$ cat src/rtl/ntt_pkg.sv
// Shared encodings for the NTT address scheduler: operation modes, FSM states
// and the LOG_N / NUM_LAYERS legality check.
package ntt_pkg;

    typedef enum logic [1:0] {
        MODE_NTT  = 2'b00,
        MODE_INTT = 2'b01,
        MODE_IN   = 2'b10,
        MODE_OUT  = 2'b11
    } ntt_mode_e;

    typedef enum logic [1:0] {
        S_IDLE  = 2'b00,
        S_RUN   = 2'b01,
        S_DRAIN = 2'b10,
        S_DONE  = 2'b11
    } ntt_state_e;

    function automatic bit ntt_params_ok(input int log_n, input int num_layers);
        return (log_n >= 2) && (num_layers >= 1) && (num_layers <= log_n - 1);
    endfunction

endpackage

$ cat src/rtl/ntt_bfly_addr.sv
// Butterfly address pair: inserts a zero at bit s of the butterfly counter to
// form the top address; the bottom address sets that bit.
module ntt_bfly_addr #(
    parameter int LOG_N = 8
) (
    input  logic [LOG_N-2:0]         cnt,
    input  logic [$clog2(LOG_N)-1:0] s,
    output logic [LOG_N-1:0]         addr_a,
    output logic [LOG_N-1:0]         addr_b
);

    logic [LOG_N-1:0] cnt_w;
    logic [LOG_N-1:0] bit_s;
    logic [LOG_N-1:0] lo_mask;

    always_comb begin
        cnt_w   = {1'b0, cnt};
        bit_s   = LOG_N'(1) << s;
        lo_mask = bit_s - LOG_N'(1);
        addr_a  = ((cnt_w & ~lo_mask) << 1) | (cnt_w & lo_mask);
        addr_b  = addr_a | bit_s;
    end

endmodule

$ cat src/rtl/ntt_addr_sched.sv
// Address / twiddle-index scheduler for forward NTT, inverse NTT and sequential
// load/store, with valid/ready output and an optional drain gap between layers.
module ntt_addr_sched
    import ntt_pkg::*;
#(
    parameter int LOG_N      = 8,
    parameter int NUM_LAYERS = 7,
    parameter int GAP        = 0
) (
    input  logic                        clk,
    input  logic                        rst,
    input  logic                        start,
    input  logic [1:0]                  mode,
    output logic                        busy,
    output logic                        addr_vld,
    input  logic                        addr_rdy,
    output logic [LOG_N-1:0]            addr_a,
    output logic [LOG_N-1:0]            addr_b,
    output logic [NUM_LAYERS-1:0]       tw_idx,
    output logic [$clog2(NUM_LAYERS):0] layer,
    output logic                        layer_last,
    output logic                        last,
    output logic                        done
);

    localparam int SW = $clog2(LOG_N);
    localparam int LW = $clog2(NUM_LAYERS) + 1;
    localparam int GW = (GAP > 0) ? $clog2(GAP + 1) : 1;
    localparam int TW = NUM_LAYERS + 1;

    if (!ntt_params_ok(LOG_N, NUM_LAYERS)) begin : g_param_check
        $error("ntt_addr_sched: NUM_LAYERS must lie in 1..LOG_N-1");
    end

    ntt_state_e            state, state_nxt;
    ntt_mode_e             mode_r, mode_nxt;
    // Full LOG_N width so the sequential modes can count to N-1; butterfly
    // modes only use the low LOG_N-1 bits.
    logic [LOG_N-1:0]      cnt, cnt_nxt;
    logic [LW-1:0]         l, l_nxt;
    logic [GW-1:0]         gap_cnt, gap_nxt;
    logic                  load, vld_nxt, done_nxt, fire;
    logic [SW-1:0]         s_nxt;
    logic [LOG_N-1:0]      bf_a, bf_b, a_nxt, b_nxt;
    logic [NUM_LAYERS-1:0] tw_nxt;
    logic [LW-1:0]         layer_nxt;
    logic                  ll_nxt, last_nxt;

    assign fire = addr_vld && addr_rdy;

    always_comb begin
        state_nxt = state;
        mode_nxt  = mode_r;
        cnt_nxt   = cnt;
        l_nxt     = l;
        gap_nxt   = gap_cnt;
        load      = 1'b0;
        vld_nxt   = addr_vld;
        done_nxt  = 1'b0;
        case (state)
            S_IDLE: begin
                if (start) begin
                    mode_nxt  = ntt_mode_e'(mode);
                    cnt_nxt   = '0;
                    l_nxt     = '0;
                    load      = 1'b1;
                    vld_nxt   = 1'b1;
                    state_nxt = S_RUN;
                end
            end
            S_RUN: begin
                if (fire) begin
                    if (last) begin
                        vld_nxt   = 1'b0;
                        done_nxt  = 1'b1;
                        state_nxt = S_DONE;
                    end else if (layer_last) begin
                        cnt_nxt = '0;
                        l_nxt   = l + LW'(1);
                        if (GAP > 0) begin
                            vld_nxt   = 1'b0;
                            gap_nxt   = GW'(GAP - 1);
                            state_nxt = S_DRAIN;
                        end else begin
                            load = 1'b1;
                        end
                    end else begin
                        cnt_nxt = cnt + LOG_N'(1);
                        load    = 1'b1;
                    end
                end
            end
            S_DRAIN: begin
                if (gap_cnt == '0) begin
                    load      = 1'b1;
                    vld_nxt   = 1'b1;
                    state_nxt = S_RUN;
                end else begin
                    gap_nxt = gap_cnt - GW'(1);
                end
            end
            S_DONE:  state_nxt = S_IDLE;
            default: state_nxt = S_IDLE;
        endcase
    end

    // NTT walks strides downward from N/2; INTT walks them upward from the
    // smallest stride implied by NUM_LAYERS.
    assign s_nxt = (mode_nxt == MODE_INTT) ? SW'(LOG_N - NUM_LAYERS) + SW'(l_nxt)
                                           : SW'(LOG_N - 1) - SW'(l_nxt);

    ntt_bfly_addr #(.LOG_N(LOG_N)) u_bfly_addr (
        .cnt    (cnt_nxt[LOG_N-2:0]),
        .s      (s_nxt),
        .addr_a (bf_a),
        .addr_b (bf_b)
    );

    always_comb begin
        a_nxt     = bf_a;
        b_nxt     = bf_b;
        tw_nxt    = '0;
        layer_nxt = l_nxt;
        ll_nxt    = &cnt_nxt[LOG_N-2:0];
        last_nxt  = 1'b0;
        if (mode_nxt[1]) begin
            a_nxt     = cnt_nxt;
            b_nxt     = cnt_nxt;
            layer_nxt = '0;
            ll_nxt    = &cnt_nxt;
            last_nxt  = ll_nxt;
        end else begin
            last_nxt = ll_nxt && (l_nxt == LW'(NUM_LAYERS - 1));
            if (mode_nxt == MODE_INTT)
                tw_nxt = NUM_LAYERS'((TW'(1) << (LW'(NUM_LAYERS) - l_nxt)) - TW'(1)
                                     - TW'(cnt_nxt[LOG_N-2:0] >> s_nxt));
            else
                tw_nxt = NUM_LAYERS'((TW'(1) << l_nxt) + TW'(cnt_nxt[LOG_N-2:0] >> s_nxt));
        end
    end

    always_ff @(posedge clk or posedge rst) begin
        if (rst) begin
            state      <= S_IDLE;
            mode_r     <= MODE_NTT;
            cnt        <= '0;
            l          <= '0;
            gap_cnt    <= '0;
            busy       <= 1'b0;
            addr_vld   <= 1'b0;
            addr_a     <= '0;
            addr_b     <= '0;
            tw_idx     <= '0;
            layer      <= '0;
            layer_last <= 1'b0;
            last       <= 1'b0;
            done       <= 1'b0;
        end else begin
            state    <= state_nxt;
            mode_r   <= mode_nxt;
            cnt      <= cnt_nxt;
            l        <= l_nxt;
            gap_cnt  <= gap_nxt;
            busy     <= (state_nxt != S_IDLE);
            addr_vld <= vld_nxt;
            done     <= done_nxt;
            if (load) begin
                addr_a     <= a_nxt;
                addr_b     <= b_nxt;
                tw_idx     <= tw_nxt;
                layer      <= layer_nxt;
                layer_last <= ll_nxt;
                last       <= last_nxt;
            end else if (!vld_nxt) begin
                layer_last <= 1'b0;
                last       <= 1'b0;
            end
        end
    end

endmodule

$ cat config.mk
export PLATFORM = sky130hd
export DESIGN_NAME = ntt_addr_sched
export DESIGN_NICKNAME = d
export VERILOG_FILES = /design/src/rtl/ntt_pkg.sv /design/src/rtl/ntt_bfly_addr.sv /design/src/rtl/ntt_addr_sched.sv
export SDC_FILE = /design/constraint.sdc
export NUM_CORES = 1
export LEC_CHECK = 0
export BUFFER_PORTS_ARGS = -buffer_cell sky130_fd_sc_hd__buf_2
export CAP_MARGIN = 25
export CELL_PAD_IN_SITES_DETAIL_PLACEMENT = 1
export CELL_PAD_IN_SITES_GLOBAL_PLACEMENT = 1
export CORE_MARGIN = 2
export CORE_UTILIZATION = 45
export CTS_CLUSTER_DIAMETER = 200
export DETAILED_ROUTE_END_ITERATION = 8
export GPL_TIMING_DRIVEN = 0
export PLACE_DENSITY_LB_ADDON = 0.1
export RECOVER_POWER = 50
export SLEW_MARGIN = 20
export SYNTH_ARGS = -nofsm -noshare
export SYNTH_HDL_FRONTEND = slang
export SYNTH_SLANG_ARGS = --single-unit
$ cat constraint.sdc
create_clock -name clk -period 6.1 [get_ports clk]
set_clock_uncertainty 0.15 [all_clocks]
set_input_delay 0.915 -clock clk [delete_from_list [all_inputs] [get_ports clk]]
set_output_delay 0.915 -clock clk [all_outputs]
set_load 0.02 [all_outputs]
==> summary.txt, run 1 <==
Place
  – Detailed Place HPWL: 7840 um
  – Final GP Congestion: 0.878
  – PortBufs: 37

Setup path
  – R2r worst-path depth: 25
  – Crit path capture: tw_idx[6]
  – CP delay by family, top: adder cells
  – FF-to-FF End: tw_idx[6]
  – R2r setup slk: 0.63 ns
  – Setup crit start kind: register
  – Critical Path RT: 6.12 ns
  – Critical path buffers and inverters: 5
  – Crit path from: state[1]
  – Critical-path top delay cell: mux2i_4
  – WP data arrival: 5.50 ns
  – Reg-to-reg startpoint: state[1]
  – CP Max Fanout: 10
  – Worst path depth: 25
  – CP max stage delay: roughly 0.44 ns
  – WS Path Type: register to register
  – Most used cell, CP: ha_1
  – Crit. End Element: register

STA
  – Final Hold Viols: 0
  – Count of final setup violators: 0
  – Fin. max-slew vios: 0
  – Worst rel slew slack: 0.0351
  – Worst-Margin Slew: between 1 and 1.5 ns
  – RSZ-0062 raised after global routing: false
  – Worst hold margin: 0.333 ns
  – Achievable Freq: 0.183 GHz
  – Setup Total Neg Slack: 0 ns
  – Minimum clock period: 5.47 ns
  – Crit share post-route: 0.897

Global routing
  – Met2 Use GR: 0.426
  – Total GRT Usage: 0.252
  – Met1 GRT Util: 0.355
  – GR peak layer: met2
  – Met3 usage in global routing: 0.0285
  – Global-route wire length before repair: 17400 um
  – Vias in the first global route: about 3400
  – Overflow after GRT: 0
  – Pin count of the biggest net entering global routing: 28
  – Initial antenna violation count: 0

Drt
  – Final wirelength: 10100 um
  – First-pass DRT Iterations: 4
  – Drt via density: 5.89
  – Antenna-violating nets left: 0
  – Routed wire per std cell: 18.2 um
  – Drt first-iter violations: 179
  – Routed via count: 3280
  – DR DRC count: 0

Synthesis
  – Synthesis-stage register bit count: 48
  – Primary FF master, synth: dfrtp_1
  – Most common cell in the netlist: nand2_1
  – Synthesized area: 3520 sq um
  – Area contributors post-synth: dfrtp_1, ha_1, nand2_1
  – Synth Instances: 409
  – Sequential share of the synthesized area: 0.342
  – Post-synth top area share: 0.342
  – Ys Warns: 0
  – Post-synthesis cell type count: 72
  – Biggest area consumer among synthesized cells: dfrtp_1
  – Synth top cells by count: nand2_1, dfrtp_1, nor2_1
  – Post-synth EDFFs: 0
  – Async SR Flop Fraction: 1.00
  – Syn_area_per_cell: 8.60 sq um
  – Net Count, Synth: 442

Clock network
  – TritonCTS clock tree: yes
  – Setup Fix Bufs, Post-CTS: 0
  – H-tree depth: 2
  – Clock Latency Late Sink: 0.30 ns
  – Clock sink count: 48
  – Worst-path clk slew: 0.09 ns
  – Root Buffer: clkbuf_8
  – Inserted Clock Buffers: 5
  – Clock Path Buffers: 2

Die
  – Row count: 32
  – Core ar.: about 7600 sq um
  – Ports: 38
  – Die X: 92.4 um
  – Die area: ~8500 sq um
  – Initial Utilization: 0.460
  – Height of the die: 92.4 um

Cells and area
  – Layout Utilization: 0.512
  – Layout cells sized above 1: 0.123
  – Nets: 487
  – N_diodes: 0
  – Area delta synth->final: 11.5%

Pwr
  – Pwr Density: 397 nW/um^2
  – Overall power: ~1.6 mW
  – Leakage power figure: 1.88 nW
  – VDD IR max: 168 uV

Job
  – Number of max-cap violations: 0

Min path
  – Min-delay worst type: register to register

Run status
  – Status: complete, no violations
## area by class of cell
class,instances,area [sq um]
plain buffers,18,76.3
clock buffers,8,90.1
fillers,971,3730
inverters,26,97.6
multi-input cells,316,2150
flip-flops and latches,48,1200
well taps,102,128
repair buffers,39,180
## power by group
group	total, mW	switching, mW	internal (mW)	leakage [nW]
clock network	0.204	0.111	0.0929	0.0455
logic	0.884	0.586	0.298	1.23
registers	0.469	0.0583	0.411	0.599
total	1.56	0.755	0.802	1.88
## sequential cells by signal, indices dropped and copies added (netlist names)
name	cells
layer	4
cnt	8
layer_last	1
last	1
done	1
tw_idx	7
busy	1
addr_a	8
addr_vld	1
addr_b	8
state	2
l	4
mode_r	2
## per-stage QoR
| stage | cell area (sq um) | setup WS (ns) | cells |
|---|---|---|---|
| final | 3920 | 0.627 | 557 |
| after global placement | 3830 | 0.350 | 548 |
| after floorplan | 3520 | 1.34 | 409 |
| after global routing | 3920 | 0.110 | 557 |
| after CTS | 3940 | 0.330 | 557 |
| after detailed placement | 3850 | 0.261 | 549 |
## layout by cell type (no fill, tap or decap), drive strengths merged, types with 3 or more instances in the layout
| cell type | netlist | routed |
|---|---|---|
| mux2i | 8 | 8 |
| buf | 6 | 33 |
| and3 | 6 | 6 |
| o211ai | 4 | 4 |
| nand2b | 5 | 5 |
| nor2 | 39 | 39 |
| ha | 25 | 25 |
| nor3 | 6 | 6 |
| xor2 | 4 | 4 |
| o21ai | 23 | 23 |
| a21boi | 3 | 3 |
| dfrtp | 48 | 48 |
| a22o | 4 | 4 |
| nand3 | 16 | 16 |
| a31oi | 7 | 7 |
| o31ai | 6 | 6 |
| clkbuf | 13 | 32 |
| a21o | 7 | 7 |
| a31o | 3 | 3 |
| and2 | 3 | 3 |
| xnor2 | 7 | 7 |
| nand2 | 51 | 51 |
| nand4 | 3 | 3 |
| a21oi | 29 | 29 |
| inv | 26 | 26 |
| or2 | 4 | 4 |
| nand4b | 4 | 4 |
| nor2b | 3 | 3 |
| o21a | 5 | 5 |
## logic make-up after synthesis
group | count (synthesis) | synth area share
and+or+nand+nor | 151 | 0.217
DFF | 48 | 0.342
buffers and inverters | 45 | 0.0505
xor gates and xnor gates | 11 | 0.0274
adders and majority gates | 27 | 0.100
muxes | 10 | 0.0313
AOI/OAI and AO/OA | 117 | 0.231
## worst reg2reg max path: cells and delay by family, from the launching register on
kind	cells	cell delay (ns)
AOI/OAI and AO/OA	7	1.03
DFF	1	0.43
muxes	2	0.62
buffers and inverters	5	0.89
adders and majority gates	5	1.19
xor gates and xnor gates	2	0.32
and+or+nand+nor	4	0.73
## how the worst min path moves through the flow
| stage | start | end | cells past startpoint |
|---|---|---|---|
| 2_1_floorplan | cnt[7] | cnt[7] | 1 |
| 3_3_place_gp | tw_idx[5] | tw_idx[5] | 2 |
| 3_5_place_dp | tw_idx[1] | tw_idx[1] | 2 |
| 4_1_cts | tw_idx[1] | tw_idx[1] | 2 |
| 5_1_grt | addr_a[1] | addr_a[1] | 1 |
| 6_report | tw_idx[1] | tw_idx[1] | 2 |
## per-layer routing
metal	vias to the layer above	routed length, um
met5	-	0
met4	0	78
met3	9	458
met2	67	4880
met1	1650	4720
li1	1554	-
## what timing repair did
action / in CTS / in global routing
endpoints found under the setup margin: 0 / 1
resized for setup: 0 / 1
hold buffers: 0 / 0
No activity file was read; power rests on OpenSTA's default activity.
==> run 2, diff against run 1 <==
REMOVE_ABC_BUFFERS = 1   (was not set)
==> summary.txt, run 2 (same netlist as run 1, synthesis figures left out) <==
Run status
  – Status: complete, no violations

Setup path
  – Reg-to-reg startpoint: state[1]
  – R2r setup slk: 0.45 ns (-0.18 ns)
  – Setup crit start kind: register
  – R2r worst-path depth: 22 (-12%)
  – CP Max Fanout: 12 (+2)
  – FF-to-FF End: tw_idx[6]
  – WS Path Type: register to register
  – WP data arrival: 5.69 ns (+0.19 ns)
  – Crit. End Element: register
  – Critical Path RT: 6.14 ns (+0.02 ns)

Cells and area
  – Most frequent cells in the layout: nand2_1, dfrtp_1, nor2_1
  – Area delta synth->final: 9.82%
  – N_diodes: 0 (unchanged)
  – Biggest regs: addr_a (8), addr_b (8), cnt (8)
  – Nets: 469 (-3.7%)
  – Commonest non-fill, non-tap cell in the layout: nand2_1
  – Layout cells sized above 1: 0.128 (+0.00507)
  – Filler instances: 953 (-1.9%)

Drt
  – Top Layer Used: met4
  – Met2 WL: 4870 um (about the same)
  – Routed wire per std cell: 18.3 um (+0.67%)
  – Routed via count: 3174 (-3.2%)
  – DR DRC count: 0 (unchanged)
  – Drt via density: 5.89 (about the same)
  – Antenna-violating nets left: 0 (unchanged)
  – Wl on met1: 4550 um (-3.6%)
  – Final wirelength: 9870 um (-2.6%)
  – Metal3 WL: 340 um (-26%)
  – Drt first-iter violations: 173 (-3.4%)
  – First-pass DRT Iterations: 4 (unchanged)

Global routing
  – Global-route wire length before repair: 16800 um (-3.6%)
  – Total GRT Usage: 0.247 (-0.00591)
  – Initial antenna violation count: 0 (unchanged)
  – Overflow after GRT: 0 (unchanged)
  – Pin count of the biggest net entering global routing: 27 (-3.6%)
  – Vias in the first global route: 3314 (-2.3%)

Min path
  – Hold path startpoint: tw_idx[1]
  – Worst hold stages: 2 (unchanged)
  – Min-delay worst type: register to register
  – Hold endpoint: tw_idx[1]

STA
  – RSZ-0062 raised after global routing: false
  – Setup Total Neg Slack: 0 ns (unchanged)
  – Worst rel slew slack: 0.0650 (+0.0299)
  – Final Hold Viols: 0 (unchanged)
  – Fin. max-slew vios: 0 (unchanged)
  – Worst-Margin Slew: 1.40 ns (-0.0448 ns)
  – Count of final setup violators: 0 (unchanged)
  – Crit share post-route: 0.926 (+0.0288)
  – Achievable Freq: 0.177 GHz (-3.1%)
  – Minimum clock period: 5.65 ns (+0.176 ns)

Die
  – Initial Utilization: 0.460 (unchanged)
  – Ports: 38 (unchanged)
  – Die X: 92.4 um (unchanged)
  – Height of the die: 92.4 um (unchanged)
  – Die area: 8540 sq um (unchanged)
  – Core ar.: 7650 sq um (unchanged)
  – Row count: 32 (unchanged)

Job
  – Number of max-cap violations: 0 (unchanged)

Clock network
  – Inserted Clock Buffers: 5 (unchanged)
  – Clock Path Buffers: 2 (unchanged)
  – Post-CTS resize count: 0 (unchanged)
  – Setup Fix Bufs, Post-CTS: 0 (unchanged)
  – H-tree depth: 2 (unchanged)
  – Clock sink count: 48 (unchanged)
  – TritonCTS clock tree: yes
  – Worst-path clk slew: 0.09 ns (about the same)
  – Clock Latency Late Sink: 0.31 ns (about the same)
  – Hold buffer count at CTS: 0 (unchanged)
  – Root Buffer: clkbuf_8

Place
  – PortBufs: 37 (unchanged)
  – Final GP Congestion: 0.870 (-0.98%)
  – Detailed Place HPWL: 7430 um (-5.2%)

Pwr
  – VDD IR max: 144 uV (-14%)
  – Overall power: 1.53 mW (-2.0%)
  – Pwr Density: 395 nW/um^2 (-0.50%)
  – Leakage power figure: 1.83 nW (-2.8%)
-- run 2: report_power, final --
group	internal [mW]	total, mW	switching, mW	leakage [nW]
Sequential	0.411	0.480	0.0695	0.599
Combinational	0.287	0.854	0.567	1.18
Clock	0.0801	0.192	0.112	0.0479
Total	0.778	1.53	0.748	1.83
-- run 2: metrics by stage --
step           setup slack, ns  std cells  hold WS (ns)  utilization  instance area (sq um)
5_1_grt                 0.0219        539         0.363        0.505                   3860
2_1_floorplan             1.25        390         0.310            -                   3440
4_1_cts                  0.116        539         0.340        0.507                   3880
6_report                 0.451        539         0.335        0.505                   3860
3_3_place_gp           -0.0652        529         0.297        0.490                   3750
3_5_place_dp             0.168        531         0.316        0.496                   3790
-- run 2: cell type report --
type / instances / area (sq um) / area share
multi-input cells: 316 / 2160 / 0.560
clock buffers: 5 / 68.8 / 0.0178
well taps: 102 / 128 / 0.0331
repair buffers: 39 / 184 / 0.0476
inverters: 26 / 97.6 / 0.0253
flip-flops and latches: 48 / 1200 / 0.311
clock inverters: 3 / 18.8 / 0.00486
-- run 2: worst max-delay path: stages, from the launching register on --
cell	delay [ns]
dfrtp_1	0.43
inv_1	0.10
ha_1	0.39
mux2i_4	0.48
a22o_1	0.45
ha_2	0.41
ha_1	0.29
nand2_1	0.10
o21a_1	0.36
o211ai_1	0.15
o21ai_0	0.12
nand2_1	0.10
o31a_1	0.14
ha_1	0.34
nor2b_1	0.16
o21ai_0	0.20
nand2b_1	0.13
a21o_1	0.20
a21oi_1	0.17
xor2_1	0.15
mux2i_1	0.12
xnor2_1	0.27
o21ai_0	0.12
-- run 2: worst max path at each step --
| stage | cells after the start | slack [ns] | to | from |
|---|---|---|---|---|
| after floorplan | 21 | 1.25 | tw_idx[6] | addr_rdy |
| after global placement | 19 | -0.07 | tw_idx[6] | start |
| after detailed placement | 19 | 0.17 | tw_idx[6] | start |
| after CTS | 20 | 0.12 | tw_idx[6] | state[1] |
| after global routing | 22 | 0.02 | tw_idx[6] | state[1] |
| final | 22 | 0.45 | tw_idx[6] | state[1] |
-- run 2: layer usage --
metal | GRT usage | vias to the layer above
met5 | 0 | -
met4 | 0.0535 | 0
met3 | 0.0382 | 8
met2 | 0.423 | 60
met1 | 0.329 | 1584
li1 | - | 1522
==> run 3, diff against run 2 <==
ABC_AREA = 1   (was not set)
CORE_MARGIN = 1.5   (was 2)
CORE_UTILIZATION = 44   (was 45)
==> summary.txt, run 3 <==
Die
  – Die area: 8920 sq um (+4.4%)
  – Ports: 38 (unchanged)
  – Die X: 94.4 um (+2.2%)
  – Height of the die: 94.4 um (+2.2%)
  – Row count: 33 (+3.1%)
  – Core ar.: 8180 sq um (+6.9%)
  – Initial Utilization: 0.450 (-0.00995)

Global routing
  – Total GRT Usage: 0.236 (-0.0109)
  – Overflow after GRT: 0 (unchanged)
  – Met3 usage in global routing: 0.0242 (-0.0141)
  – Initial antenna violation count: 0 (unchanged)
  – Met2 Use GR: 0.418 (-0.00489)
  – Met1 GRT Util: 0.309 (-0.0203)
  – Pin count of the biggest net entering global routing: 29 (+7.4%)
  – Vias in the first global route: 3374 (+1.8%)
  – GR peak layer: met2
  – Global-route wire length before repair: 16500 um (-1.9%)

Clock network
  – H-tree depth: 2 (unchanged)
  – Inserted Clock Buffers: 5 (unchanged)
  – TritonCTS clock tree: yes
  – Post-CTS resize count: 0 (unchanged)
  – Clock Path Buffers: 2 (unchanged)
  – Worst-path clk slew: 0.09 ns (about the same)
  – Root Buffer: clkbuf_8
  – Clock Latency Late Sink: 0.31 ns (about the same)
  – Clock sink count: 48 (unchanged)
  – Setup Fix Bufs, Post-CTS: 0 (unchanged)
  – Hold buffer count at CTS: 0 (unchanged)

Cells and area
  – Most frequent cells in the layout: nand2_1, inv_1, dfrtp_1
  – Area delta synth->final: 9.56%
  – Layout cells sized above 1: 0.171 (+0.0433)
  – Fin cells: 630 (+17%)
  – N_diodes: 0 (unchanged)
  – Biggest regs: addr_a (8), addr_b (8), cnt (8)
  – Commonest non-fill, non-tap cell in the layout: nand2_1
  – Nets: 559 (+19%)
  – Finished Cell Area: 4030 sq um (+4.3%)

Setup path
  – R2r setup slk: 0.80 ns (+0.35 ns)
  – Crit. End Element: register
  – Reg-to-reg startpoint: state[1]
  – CP delay by family, top: adder cells
  – Crit path capture: tw_idx[6]
  – Worst path depth: 23 (+4.5%)
  – Most used cell, CP: nand2_1
  – Crit-path cells: inv_1 > ha_1 > nor2_1 > nor2_4 > nand2_1 > nand2_1 > nand2_1 > ha_1 > ha_1 > nand2_2 > nand2_4 > o21ai_0 > inv_1 > fa_1 > o21ai_0 > a21o_1 > a21oi_1 > xnor2_1 > o21ai_0 > a21oi_1 > nor2_1 > nand2_1 > nand2_1
  – Critical path buffers and inverters: 2 (+1)
  – CP max stage delay: 0.54 ns (+0.06 ns)
  – Crit path from: state[1]
  – R2r worst-path depth: 23 (+4.5%)
  – Critical-path top delay cell: o21ai_0
  – CP Max Fanout: 11 (-1)
  – Setup crit start kind: register
  – FF-to-FF End: tw_idx[6]
  – WP data arrival: 5.35 ns (-0.34 ns)
  – WS Path Type: register to register
  – Critical Path RT: 6.15 ns (about the same)

Synthesis
  – Synthesized area: 3680 sq um (+4.6%)
  – Post-synthesis cell type count: 44 (-39%)
  – Synth top cells by count: nand2_1, inv_1, dfrtp_1
  – Area contributors post-synth: dfrtp_1, nand2_1, ha_1
  – Biggest area consumer among synthesized cells: dfrtp_1
  – Sequential share of the synthesized area: 0.327 (-0.0150)
  – Async SR Flop Fraction: 1.00 (unchanged)
  – Ys Warns: 0 (unchanged)
  – Syn_area_per_cell: 7.54 sq um (-12%)
  – Synthesis-stage register bit count: 48 (unchanged)
  – Primary FF master, synth: dfrtp_1
  – Post-synth EDFFs: 0 (unchanged)
  – Most common cell in the netlist: nand2_1
  – Synth Instances: 488 (+19%)
  – Post-synth top area share: 0.327 (-0.0150)

STA
  – Setup Total Neg Slack: 0 ns (unchanged)
  – Count of final setup violators: 0 (unchanged)
  – Fin. max-slew vios: 0 (unchanged)
  – Achievable Freq: 0.189 GHz (+6.6%)
  – Final Hold Viols: 0 (unchanged)
  – Worst rel slew slack: 0.108 (+0.0431)
  – Crit share post-route: 0.869 (-0.0575)
  – Final Worst Setup Slack: 0.802 ns (+0.351 ns)
  – Worst hold margin: 0.336 ns (+0.000290 ns)
  – Minimum clock period: 5.30 ns (-0.351 ns)
  – Worst-Margin Slew: 1.34 ns (-0.0647 ns)
  – RSZ-0062 raised after global routing: false

Pwr
  – Seq pwr share: 0.337 (+0.022)
  – Power Internal: 734 uW (-5.6%)
  – Sw Ratio: 0.477 (-0.0136)
  – Combinational share of power: 0.499 (-0.060)
  – Clock power share: 0.164 (+0.038)
  – Leakage power figure: 2.13 nW (+17%)
  – Switching pwr: 669 uW (-11%)
  – Pwr Density: 348 nW/um^2 (-12%)
  – VDD IR max: 137 uV (-4.8%)

Drt
  – Antenna-violating nets left: 0 (unchanged)
  – DR DRC count: 0 (unchanged)
  – Routed wire per std cell: 15.6 um (-15%)
  – Drt via density: 5.29 (-10%)
  – Drt first-iter violations: 67 (-61%)
  – Routed via count: 3330 (+4.9%)
  – First-pass DRT Iterations: 4 (unchanged)
  – Final wirelength: 9800 um (-0.70%)

Job
  – Number of max-cap violations: 0 (unchanged)

Place
  – Cell Area, Placed: 3970 sq um (+4.6%)
  – PortBufs: 37 (unchanged)
  – Detailed Place HPWL: 7690 um (+3.4%)
  – Dpl cells: 624 (+18%)
  – Final GP Congestion: 0.867 (-0.29%)
  – Setup WS pre-CTS: 0.688 ns (+0.520 ns)

Run status
  – Status: complete, no violations

Min path
  – Min-delay worst type: register to register
## run 3: how the worst min path moves through the flow
stage	from	endpoint	depth (start not counted)	slack, ns
finish	addr_a[6]	addr_a[6]	2	0.34
global route	tw_idx[2]	tw_idx[2]	2	0.37
CTS	addr_a[6]	addr_a[6]	2	0.34
detailed placement	addr_a[3]	addr_a[3]	2	0.31
global placement	tw_idx[5]	tw_idx[5]	2	0.31
floorplan	mode_r[0]	mode_r[0]	2	0.36
## run 3: kinds of logic after synthesis
family / Yosys count / synth area share
AND/OR/NAND/NOR: 251 / 0.337
buffers and inverters: 81 / 0.0946
AO/OA/AOI/OAI: 71 / 0.121
flip-flops: 48 / 0.327
adder cells (fa/ha/maj): 27 / 0.0960
XOR/XNOR: 9 / 0.0214
multiplexers: 1 / 0.00272
## run 3: cell type report
type	instances	area, sq um
fillers	1074	4150
repair buffers	38	176
inverters	74	293
clock buffers	5	68.8
well taps	105	131
flip-flops and latches	48	1200
clock inverters	1	30.0
multi-input cells	359	2130
## run 3: tightest hold or removal path: stages (launching register included)
cell and delay, ns:
dfrtp_1 0.35, nand2_1 0.06, nand2_1 0.06
## run 3: per-layer routing
| metal | vias to the layer above | part of all wire | wire length, um |
|---|---|---|---|
| li1 | 1651 | - | - |
| met1 | 1638 | 0.48 | 4720 |
| met2 | 34 | 0.49 | 4800 |
| met3 | 7 | 0.018 | 174 |
| met4 | 0 | 0.0099 | 97 |
| met5 | - | 0 | 0 |
## run 3: metrics by stage
step / power (mW) / utilization
final: 1.40 / 0.493
after CTS: 1.43 / 0.497
after detailed placement: 1.19 / 0.485
after global placement: 1.16 / 0.482
after global routing: 1.52 / 0.493
after floorplan: 0.973 / -
## run 3: power groups by stage
stage | Sequential, mW | Combinational, mW | Clock, mW
2_1_floorplan | 0.548 | 0.426 | 0
3_3_place_gp | 0.473 | 0.691 | 0
3_5_place_dp | 0.479 | 0.713 | 0
4_1_cts | 0.473 | 0.716 | 0.237
5_1_grt | 0.488 | 0.785 | 0.245
6_report | 0.473 | 0.700 | 0.230
